<file path="src/rtl/mem_stage_lsu.sv">
// mem_stage_lsu: MEM-stage load/store unit.
// Turns the EX/MEM memory op into a word-aligned req/ack bus transaction,
// formats load data into a registered result, and stalls the pipeline until
// the transaction has completed.
// Optional feature macro: LSU_MISALIGN_TRAP_EN (misaligned half/word accesses
// skip the bus and raise misalign_fault while in DONE).
module mem_stage_lsu #(
    parameter int DATA_WIDTH = 32,
    parameter int ADDR_WIDTH = 32
) (
    input  logic                  clk,
    input  logic                  rst,
    input  logic                  cpu_en,
    input  logic                  in_mem_read,
    input  logic                  in_mem_write,
    input  logic [2:0]            in_funct3,
    input  logic [ADDR_WIDTH-1:0] in_addr,
    input  logic [DATA_WIDTH-1:0] in_store_data,
    output logic                  dmem_req,
    output logic                  dmem_we,
    output logic [ADDR_WIDTH-1:0] dmem_addr,
    output logic [3:0]            dmem_be,
    output logic [DATA_WIDTH-1:0] dmem_wdata,
    input  logic                  dmem_ack,
    input  logic [DATA_WIDTH-1:0] dmem_rdata,
    output logic [DATA_WIDTH-1:0] mem_read_data,
`ifdef LSU_MISALIGN_TRAP_EN
    output logic                  misalign_fault,
`endif
    output logic                  lsu_stall
);

    typedef enum logic [1:0] {
        IDLE = 2'd0,
        REQ  = 2'd1,
        DONE = 2'd2
    } state_t;

    state_t                r_state;
    logic                  r_req;
    logic                  r_we;
    logic [ADDR_WIDTH-1:0] r_addr;
    logic [3:0]            r_be;
    logic [DATA_WIDTH-1:0] r_wdata;
    logic [DATA_WIDTH-1:0] r_mrd;
    logic [2:0]            r_f3;
    logic [1:0]            r_off;
    logic                  r_load;
    logic                  r_fault;

    logic                  w_op;
    logic                  w_we;
    logic [1:0]            w_off;
    logic                  w_byte;
    logic                  w_half;
    logic                  w_misalign;
    logic [3:0]            w_be;
    logic [DATA_WIDTH-1:0] w_wdata;
    logic [7:0]            w_lbyte;
    logic [15:0]           w_lhalf;
    logic [DATA_WIDTH-1:0] w_load_data;

    // Decode the incoming op into access size, byte enables and lane-replicated data
    always_comb begin
        w_op    = in_mem_read | in_mem_write;
        w_we    = in_mem_write & ~in_mem_read;
        w_off   = in_addr[1:0];
        // Loads accept the unsigned variants (1xx); stores only know 000/001
        if (in_mem_read) begin
            w_byte = (in_funct3[1:0] == 2'b00);
            w_half = (in_funct3[1:0] == 2'b01);
        end else begin
            w_byte = (in_funct3 == 3'b000);
            w_half = (in_funct3 == 3'b001);
        end
        w_misalign = (w_half & w_off[0]) | (~w_byte & ~w_half & (w_off != 2'b00));
        w_be    = 4'b1111;
        w_wdata = in_store_data;
        if (w_we && w_byte) begin
            w_be    = 4'b0001 << w_off;
            w_wdata = {4{in_store_data[7:0]}};
        end else if (w_we && w_half) begin
            w_be    = 4'b0011 << {w_off[1], 1'b0};
            w_wdata = {2{in_store_data[15:0]}};
        end
    end

    // Extract and extend the addressed lane of the returned read word
    always_comb begin
        w_lbyte = dmem_rdata[{r_off, 3'b000} +: 8];
        w_lhalf = r_off[1] ? dmem_rdata[31:16] : dmem_rdata[15:0];
        case (r_f3)
            3'b000:  w_load_data = {{24{w_lbyte[7]}}, w_lbyte};
            3'b100:  w_load_data = {24'd0, w_lbyte};
            3'b001:  w_load_data = {{16{w_lhalf[15]}}, w_lhalf};
            3'b101:  w_load_data = {16'd0, w_lhalf};
            default: w_load_data = dmem_rdata;
        endcase
    end

    // Transaction FSM with registered bus outputs and load result
    always_ff @(posedge clk or posedge rst) begin
        if (rst) begin
            r_state <= IDLE;
            r_req   <= 1'b0;
            r_we    <= 1'b0;
            r_addr  <= '0;
            r_be    <= '0;
            r_wdata <= '0;
            r_mrd   <= '0;
            r_f3    <= '0;
            r_off   <= '0;
            r_load  <= 1'b0;
            r_fault <= 1'b0;
        end else begin
            case (r_state)
                IDLE: begin
                    if (w_op) begin
                        r_we    <= w_we;
                        r_addr  <= {in_addr[ADDR_WIDTH-1:2], 2'b00};
                        r_be    <= w_be;
                        r_wdata <= w_wdata;
                        r_f3    <= in_funct3;
                        r_off   <= w_off;
                        r_load  <= in_mem_read;
`ifdef LSU_MISALIGN_TRAP_EN
                        if (w_misalign) begin
                            r_fault <= 1'b1;
                            if (in_mem_read) begin
                                r_mrd <= '0;
                            end
                            r_state <= DONE;
                        end else begin
                            r_req   <= 1'b1;
                            r_state <= REQ;
                        end
`else
                        r_req   <= 1'b1;
                        r_state <= REQ;
`endif
                    end
                end
                REQ: begin
                    if (dmem_ack) begin
                        r_req <= 1'b0;
                        if (r_load) begin
                            r_mrd <= w_load_data;
                        end
                        r_state <= DONE;
                    end
                end
                DONE: begin
                    if (cpu_en) begin
                        r_fault <= 1'b0;
                        r_state <= IDLE;
                    end
                end
                default: r_state <= IDLE;
            endcase
        end
    end

    // Stall from the cycle the op is seen until the transaction is finished
    always_comb begin
        lsu_stall = ((r_state == IDLE) & w_op) | (r_state == REQ);
    end

    assign dmem_req      = r_req;
    assign dmem_we       = r_we;
    assign dmem_addr     = r_addr;
    assign dmem_be       = r_be;
    assign dmem_wdata    = r_wdata;
    assign mem_read_data = r_mrd;
`ifdef LSU_MISALIGN_TRAP_EN
    assign misalign_fault = r_fault;
`else
    logic w_unused;
    assign w_unused = w_misalign | r_fault;
`endif

endmodule

</file>
<file path="config.mk">
export PLATFORM = sky130hd
export DESIGN_NAME = mem_stage_lsu
export DESIGN_NICKNAME = d
export VERILOG_FILES = /design/src/rtl/mem_stage_lsu.sv
export SDC_FILE = /design/constraint.sdc
export NUM_CORES = 1
export LEC_CHECK = 0
export ABC_AREA = 1
export CELL_PAD_IN_SITES_DETAIL_PLACEMENT = 1
export CELL_PAD_IN_SITES_GLOBAL_PLACEMENT = 2
export CORE_ASPECT_RATIO = 1.2
export CORE_MARGIN = 10
export CORE_UTILIZATION = 26
export CTS_BUF_LIST = sky130_fd_sc_hd__clkbuf_8 sky130_fd_sc_hd__clkbuf_16
export DETAILED_ROUTE_END_ITERATION = 10
export PLACE_DENSITY = 0.83
export SYNTH_ARGS = -nofsm -noshare
export SYNTH_HDL_FRONTEND = slang
export SYNTH_SLANG_ARGS = --single-unit
</file>
<file path="constraint.sdc">
create_clock -name clk -period 11.13 [get_ports clk]
set_input_delay 3.339 -clock clk [delete_from_list [all_inputs] [get_ports clk]]
set_output_delay 3.339 -clock clk [all_outputs]
set_load 0.02 [all_outputs]
</file>
==> results.json, run 1 <==
{
  "status": "complete, no violations",
  "synth-edff-count": 0,
  "rsz0062_at_grt": "false",
  "wl_mm": 19.8,
  "relSlewSlack_pct": 16.5,
  "holdWs_ns": 0.473,
  "fillers": 2427,
  "synth_top_area_share_pct": 50.7,
  "die_y_um": 177,
  "ant_nets": 0,
  "path_cells": "clkdlybuf4s50_1 > inv_1 > a21oi_4 > inv_2 > nand2_1 > clkdlybuf4s50_1",
  "worstSetupStartpointType": "input port",
  "critPathMaxFanout": 3,
  "p_total_mw": 2.29,
  "cts_tree": "done",
  "dp_cells": 1118,
  "fin_util_pct": 38.8,
  "numCtsBuffers": 9,
  "crit_path_end_kind": "primary output",
  "final_area_mm2": 0.00784,
  "netlist_instances": 682,
  "max_freq_mhz": 122,
  "die-area_mm2": 0.0267,
  "setup-tns-final_ns": 0,
  "ys_ff_latch": 108,
  "cp.required_ns": 7.79,
  "row_count": 57,
  "firstDrtPassIters": 4,
  "insertion_delay_ns": 0.36,
  "fin_crit_sh_pct": 73.4,
  "syn_area_per_cell_um2": 7.82,
  "grt_pass1_vias": 5498,
  "holdBufCountCts": 0,
  "cts.path.max_buffers": 2,
  "finalMaxSlewViolations": 0,
  "critical_path_buf_inv_count": 4,
  "cpPeakStageDelay_ns": 0.62,
  "die-width_um": 151,
  "place_area_mm2": 0.00750,
  "setup_violations": 0,
  "fin_skew_ns": 0.00949,
  "synth_common_cells": "nand2_1 (256), dfrtp_1 (108), nor2_1 (75), a21oi_1 (50), inv_1 (41)",
  "cp.arrival_ns": 4.83,
  "grt_max_degree": 92,
  "power.density_mw_per_mm2": 293,
  "cts.htree.levels": 3,
  "portBuffers": 205,
  "tightest_slew_ns": 1.25,
  "final_cells": 1135,
  "synth_seq_area_share_pct": 50.7,
  "grt.total_usage_pct": 14.8,
  "syn_area_mm2": 0.00533,
  "hold_path.class": "reg -> reg",
  "initial_core_util_pct": 26.4,
  "coreArea_mm2": 0.0202,
  "drtIter0Drc": 219,
  "cp_top_family": "buffers and inverters",
  "ys_top_cells_by_area": "dfrtp_1 (51%), nand2_1 (18%), nor2_1 (5.3%), a21oi_1 (4.7%), inv_1 (2.9%)",
  "cap_violations": 0,
  "fin_ws_ns": 2.96,
  "cts_resized": 0,
  "syn2layout_area_growth_pct": 47.0,
  "leakage_nw": 3.64,
  "antenna_found_initial": 1,
  "clock_sinks": 108,
  "ios": 208,
  "post-route-drc-count": 0,
  "gp_congestion": 0.851,
  "min_period_ns": 8.17,
  "crit_top_cell": "clkdlybuf4s50_1",
  "post_cts_buffers": 0,
  "yosysTopAreaCell": "dfrtp_1",
  "yosysMostFrequentCell": "nand2_1",
  "clockRootBuffer": "clkbuf_16",
  "hold_violations": 0,
  "ir_worst_vdd_v": 0.0000968,
  "yosysWarnings": 0,
  "synth_async_sr_flop_share_pct": 100,
  "clkSlewWorstSetupHoldPaths_ns": 0.08,
  "place_ws_ns": 2.92,
  "cp_slowest_cell": "clkdlybuf4s50_1",
  "yosys.cell_types.count": 29,
  "vias_per_cell": 4.42,
  "grt-ovfl-total": 0,
  "worst-setup-path-type": "in -> out",
  "nets": 969,
  "ys.flop_type": "dfrtp_1",
  "grt_first_pass_wirelength_mm": 30.8,
  "num_vias": 5016,
  "wl_per_cell_um": 17.4,
  "layout-drive-gt1-share_pct": 7.83,
  "dpl.hpwl_mm": 14.5
}
## worst min-delay path, delay by kind of cell, from the launching register on
kind	cells	cell delay, ns
DFF	1	0.35
and+or+nand+nor	2	0.10
## final timing paths
check / startpoint / cells after the start / to / slack [ns]
max in group asynchronous: rst / 3 / dmem_wdata[20] / 6.43
min in group asynchronous: rst / 2 / dmem_addr[9] / 3.45
setup reg to reg: r_f3[1] / 7 / mem_read_data[30] / 8.49
setup / recovery: in_mem_read / 6 / lsu_stall / 2.96
hold / removal: dmem_addr[6] / 2 / dmem_addr[6] / 0.47
hold reg to reg: dmem_addr[6] / 2 / dmem_addr[6] / 0.47
## metal layers
layer,GRT usage (%),vias up,part of all wire (%)
met3,6.37,18,9.8
met5,0,-,0
li1,-,2497,-
met1,17.2,2349,42
met4,5.02,0,1.7
met2,24.0,152,47
## placed cells by master (no fill, tap or decap), types with 2 or more instances in the layout
master and count:
inv_1 39, nand3_2 13, nor2_2 3, or2_1 2, nand2_1 256, inv_2 5, conb_1 2, nand4_1 6
dfrtp_1 108, a31oi_1 14, clkinv_4 2, a21oi_1 50, o21ai_1 3, buf_4 4, nor2_1 75, nand3_1 26
clkbuf_16 9, clkdlybuf4s50_1 205, bufinv_16 2, nand2_2 7, or2_2 14, o21ai_0 12
## cell type report
type,instances,area (µm²),area share (%)
clock inverter,6,96.3,1.23
sequential,108,2700,34.5
inverter,46,180,2.30
antenna,1,2.50,0.0319
multi-input combinational,490,2200,28.1
timing repair buffer,209,2080,26.6
clock buffer,10,239,3.05
tap,265,332,4.23
## report_power, final
part	internal, mW	switching [mW]	leakage [nW]
clock network	0.206	0.164	0.161
logic	0.514	0.688	2.21
registers	0.584	0.139	1.27
## logic make-up after synthesis
| logic type | count (synthesis) | synth area share [%] |
|---|---|---|
| compound gates | 83 | 8.31 |
| buf+inv | 85 | 8.19 |
| flops | 108 | 50.7 |
| other cells | 1 | 0.0704 |
| simple gates | 405 | 32.7 |
## registers in the layout (all words and copies together), names as in the netlist
signal	count
r_f3	3
dmem_we	1
r_load	1
r_off	2
dmem_wdata	32
dmem_be	4
dmem_addr	30
dmem_req	1
mem_read_data	32
r_state	2
(Power assumes the default switching activity.)
==> run 2, diff against run 1 <==
CORE_UTILIZATION = 24   (was 26)
PLACE_DENSITY = 0.78   (was 0.83)
clock period = 7.59 ns   (was 11.13 ns; I/O delays follow)
==> results.json, run 2 (synthesis gave the netlist of run 1 again) <==
{
  "status": "complete, no violations",
  "finalMaxSlewViolations": 0,
  "fin_skew_ns": 0.0125,
  "seq_area_mm2": 0.00270,
  "crit_path_end_kind": "primary output",
  "num_vias": 5040,
  "setup-tns-final_ns": 0,
  "firstDrtPassIters": 4,
  "clock_sinks": 108,
  "post-route-drc-count": 0,
  "grt.met2_usage_pct": 23.2,
  "path_cells": "clkdlybuf4s50_1 > inv_1 > a21oi_4 > inv_2 > nand2_1 > clkdlybuf4s50_1",
  "hold_violations": 0,
  "leakage_nw": 3.63,
  "portBuffers": 205,
  "row_count": 59,
  "power.density_mw_per_mm2": 423,
  "cap_violations": 0,
  "cts_tree": "done",
  "numCtsBuffers": 9,
  "min_period_ns": 6.11,
  "final_cells": 1144,
  "die-area_mm2": 0.0286,
  "grt-ovfl-total": 0,
  "cts_resized": 0,
  "clkSlewWorstSetupHoldPaths_ns": 0.08,
  "coreArea_mm2": 0.0218,
  "p_total_mw": 3.30,
  "fin_ws_ns": 1.48,
  "fin_crit_sh_pct": 80.4,
  "wl_per_cell_um": 17.7,
  "hold_path.class": "reg -> reg",
  "insertion_delay_ns": 0.36,
  "n_antenna_cell": 0,
  "most-common-layout-cells": "nand2_1 (256), clkdlybuf4s50_1 (205), dfrtp_1 (108)",
  "cpPeakStageDelay_ns": 0.62,
  "place_ws_ns": 1.45,
  "antenna_found_initial": 0,
  "gr-usage-met3_pct": 6.53,
  "ir_worst_vdd_v": 0.000144,
  "critical_path_buf_inv_count": 4,
  "tightest_slew_ns": 1.26,
  "wl_mm": 20.2,
  "cts.path.max_buffers": 2,
  "holdBufCountCts": 0,
  "setup_violations": 0,
  "worstSetupStartpointType": "input port",
  "cp.arrival_ns": 3.83,
  "gp_congestion": 0.777,
  "drtIter0Drc": 236,
  "gr-max-usage-layer": "met2",
  "die_y_um": 183,
  "rsz0062_at_grt": "false",
  "cp.required_ns": 5.31,
  "ios": 208,
  "grt_max_degree": 92,
  "cp_top_family": "buffers and inverters",
  "crit_top_cell": "clkdlybuf4s50_1",
  "cts.htree.levels": 3,
  "critPathMaxFanout": 3,
  "grt_first_pass_wirelength_mm": 31.6,
  "relSlewSlack_pct": 16.0,
  "die-width_um": 156,
  "clockRootBuffer": "clkbuf_16",
  "final_common_cell": "nand2_1",
  "fillers": 2639,
  "worst-setup-path-type": "in -> out",
  "cp_slowest_cell": "clkdlybuf4s50_1",
  "vias_per_cell": 4.41,
  "dpl.hpwl_mm": 14.9,
  "multi_input_area_mm2": 0.00220,
  "grt_pass1_vias": 5557,
  "dp_cells": 1128,
  "grt_use_met1_pct": 16.1,
  "grt.total_usage_pct": 14.0,
  "ant_nets": 0,
  "initial_core_util_pct": 24.5,
  "layout-drive-gt1-share_pct": 7.82,
  "syn2layout_area_growth_pct": 46.4,
  "max_freq_mhz": 164,
  "post_cts_buffers": 0,
  "nets": 970
}
[run 2: layer usage]
metal  part of all wire [%]  up-vias
met2                     48      139
met3                    9.7       13
li1                       -     2494
met1                     41     2394
met5                      0        -
met4                    1.1        0
[run 2: final timing paths]
check	from	end	slack [ns]	cells past startpoint
setup / recovery	in_mem_read	lsu_stall	1.48	6
hold / removal	dmem_addr[19]	dmem_addr[19]	0.47	2
setup reg to reg	r_f3[1]	mem_read_data[31]	4.88	7
hold reg to reg	dmem_addr[19]	dmem_addr[19]	0.47	2
max in group asynchronous	rst	dmem_wdata[25]	3.97	3
min in group asynchronous	rst	mem_read_data[31]	2.38	2
[run 2: power breakdown]
group          leakage, nW  switching, mW  internal (mW)
Sequential            1.27          0.203          0.856
Combinational         2.21           1.01          0.754
Clock                0.146          0.244          0.229
[run 2: cell type report]
class | count | area share [%]
multi-input combinational | 490 | 28.2
inverter | 46 | 2.31
sequential | 108 | 34.6
timing repair buffer | 210 | 26.8
clock inverter | 7 | 0.802
tap | 274 | 4.39
clock buffer | 9 | 2.89
[run 2: per-stage QoR]
| stage | util [%] | hold WS [ns] | instance area [µm²] |
|---|---|---|---|
| 2_1_floorplan | - | 0.453 | 5330 |
| 6_report | 35.8 | 0.472 | 7800 |
| 4_1_cts | 35.8 | 0.478 | 7800 |
| 3_3_place_gp | 34.5 | 0.452 | 7520 |
| 3_5_place_dp | 34.5 | 0.457 | 7520 |
| 5_1_grt | 35.8 | 0.508 | 7800 |
[run 2: worst reg2reg max path, cell delays in order (launching register included)]
cell	delay, ns
dfrtp_1	1.19
inv_1	0.52
nand2_2	0.24
nor2_2	0.06
nand2_4	0.29
nand3_1	0.19
nand2_1	0.09
inv_1	0.04
==> run 3, diff against run 2 <==
clock period = 5.8 ns   (was 7.59 ns; I/O delays follow)
==> results.json, run 3 (synthesis gave the netlist of run 1 again) <==
{
  "max_freq_mhz": 201,
  "wl_mm": 20.3,
  "min_period_ns": 4.99,
  "grt_pass1_vias": 5533,
  "insertion_delay_ns": 0.36,
  "numCtsBuffers": 9,
  "fin_skew_ns": 0.0105,
  "wl_per_cell_um": 17.7,
  "worstSetupStartpointType": "input port",
  "drtIter0Drc": 183,
  "syn2layout_area_growth_pct": 47.0,
  "grt-ovfl-total": 0,
  "vias_per_cell": 4.43,
  "firstDrtPassIters": 4,
  "r2r_setup_slack_ns": 3.74,
  "grt_first_pass_wirelength_mm": 31.7,
  "cpPeakStageDelay_ns": 0.63,
  "post-route-drc-count": 0,
  "multi_input_area_mm2": 0.00220,
  "dpl.hpwl_mm": 15.1,
  "relSlewSlack_pct": 33.2,
  "antenna_found_initial": 3,
  "hold_path.class": "reg -> reg",
  "grt_max_degree": 92,
  "portBuffers": 205,
  "power.density_mw_per_mm2": 553,
  "clock_sinks": 108,
  "cp.arrival_ns": 3.25,
  "row_count": 59,
  "hold_violations": 0,
  "layout-drive-gt1-share_pct": 8.13,
  "cap_violations": 0,
  "leakage_nw": 3.65,
  "setup-tns-final_ns": 0,
  "clkSlewWorstSetupHoldPaths_ns": 0.07,
  "final_common_cell": "nand2_1",
  "die_y_um": 183,
  "tightest_slew_ns": 1.00,
  "p_total_mw": 4.33,
  "rsz0062_at_grt": "false",
  "coreArea_mm2": 0.0218,
  "clockRootBuffer": "clkbuf_16",
  "critPathMaxFanout": 3,
  "cp_slowest_cell": "clkdlybuf4s50_1",
  "die-width_um": 156,
  "cp.required_ns": 4.06,
  "seq_area_mm2": 0.00270,
  "cts.path.max_buffers": 2,
  "num_vias": 5086,
  "path_cells": "clkdlybuf4s50_1 > inv_1 > a21oi_4 > inv_2 > nand2_1 > clkdlybuf4s50_1",
  "cts.htree.levels": 3,
  "initial_core_util_pct": 24.5,
  "die-area_mm2": 0.0286,
  "gp_congestion": 0.767,
  "cts_tree": "done",
  "grt.total_usage_pct": 14.1,
  "critical_path_buf_inv_count": 4,
  "cts_resized": 0,
  "ios": 208,
  "setup_violations": 0,
  "cp_top_family": "buffers and inverters",
  "fin_crit_sh_pct": 86.0,
  "status": "complete, no violations",
  "post_cts_buffers": 0,
  "nets": 973,
  "ant_nets": 0,
  "fillers": 2608,
  "worst-setup-path-type": "in -> out",
  "holdBufCountCts": 0,
  "finalMaxSlewViolations": 0,
  "most-common-layout-cells": "nand2_1 (256), clkdlybuf4s50_1 (205), dfrtp_1 (108)",
  "ir_worst_vdd_v": 0.000184,
  "crit_path_end_kind": "primary output",
  "crit_top_cell": "clkdlybuf4s50_1"
}
run 3: cell count changes in the layout (fill, tap and decap cells not counted), sizes merged:
cell	delta
buf	+3
clkbuf	+2
clkinv	-2
diode	+2
clkinvlp	+1
inv	-1
run 3: area by class of cell:
cell class                 count  share of cell area (%)
sequential                   108                    34.5
timing repair buffer         213                    27.0
inverter                      46                    2.30
antenna                        2                  0.0639
clock inverter                 5                   0.463
clock buffer                  11                    3.23
tap                          274                    4.38
multi-input combinational    490                    28.1
run 3: worst paths after layout:
kind | startpoint | end | cells past startpoint
setup / recovery | in_mem_read | lsu_stall | 6
hold / removal | dmem_addr[19] | dmem_addr[19] | 2
min in group asynchronous | rst | mem_read_data[31] | 2
hold reg to reg | dmem_addr[19] | dmem_addr[19] | 2
setup reg to reg | r_state[1] | mem_read_data[2] | 6
max in group asynchronous | rst | mem_read_data[5] | 3
run 3: tightest hold or removal path: stages, from the launching register on:
cell	delay [ns]
dfrtp_1	0.34
nand2_1	0.05
nand2_1	0.04
run 3: stage by stage:
stage,cell area [µm²],hold slack (ns),instances,setup WS [ns],util [%]
floorplan,5330,0.453,683,1.21,-
global placement,7540,0.452,1131,0.796,34.6
detailed placement,7540,0.457,1131,0.793,34.6
CTS,7830,0.477,1147,0.790,35.9
global route,7830,0.502,1147,0.743,35.9
finish,7830,0.470,1149,0.813,36.0
run 3: metal layers:
metal / track usage [%] / part of all wire, %
met2: 23.3 / 47
met5: 0 / 0.12
met3: 7.19 / 11
met4: 3.40 / 0.89
met1: 15.8 / 41
run 3: report_power, final:
part | internal (mW) | switching [mW] | leakage [nW]
combinational | 0.991 | 1.37 | 2.23
sequential | 1.12 | 0.230 | 1.27
clock | 0.318 | 0.305 | 0.145
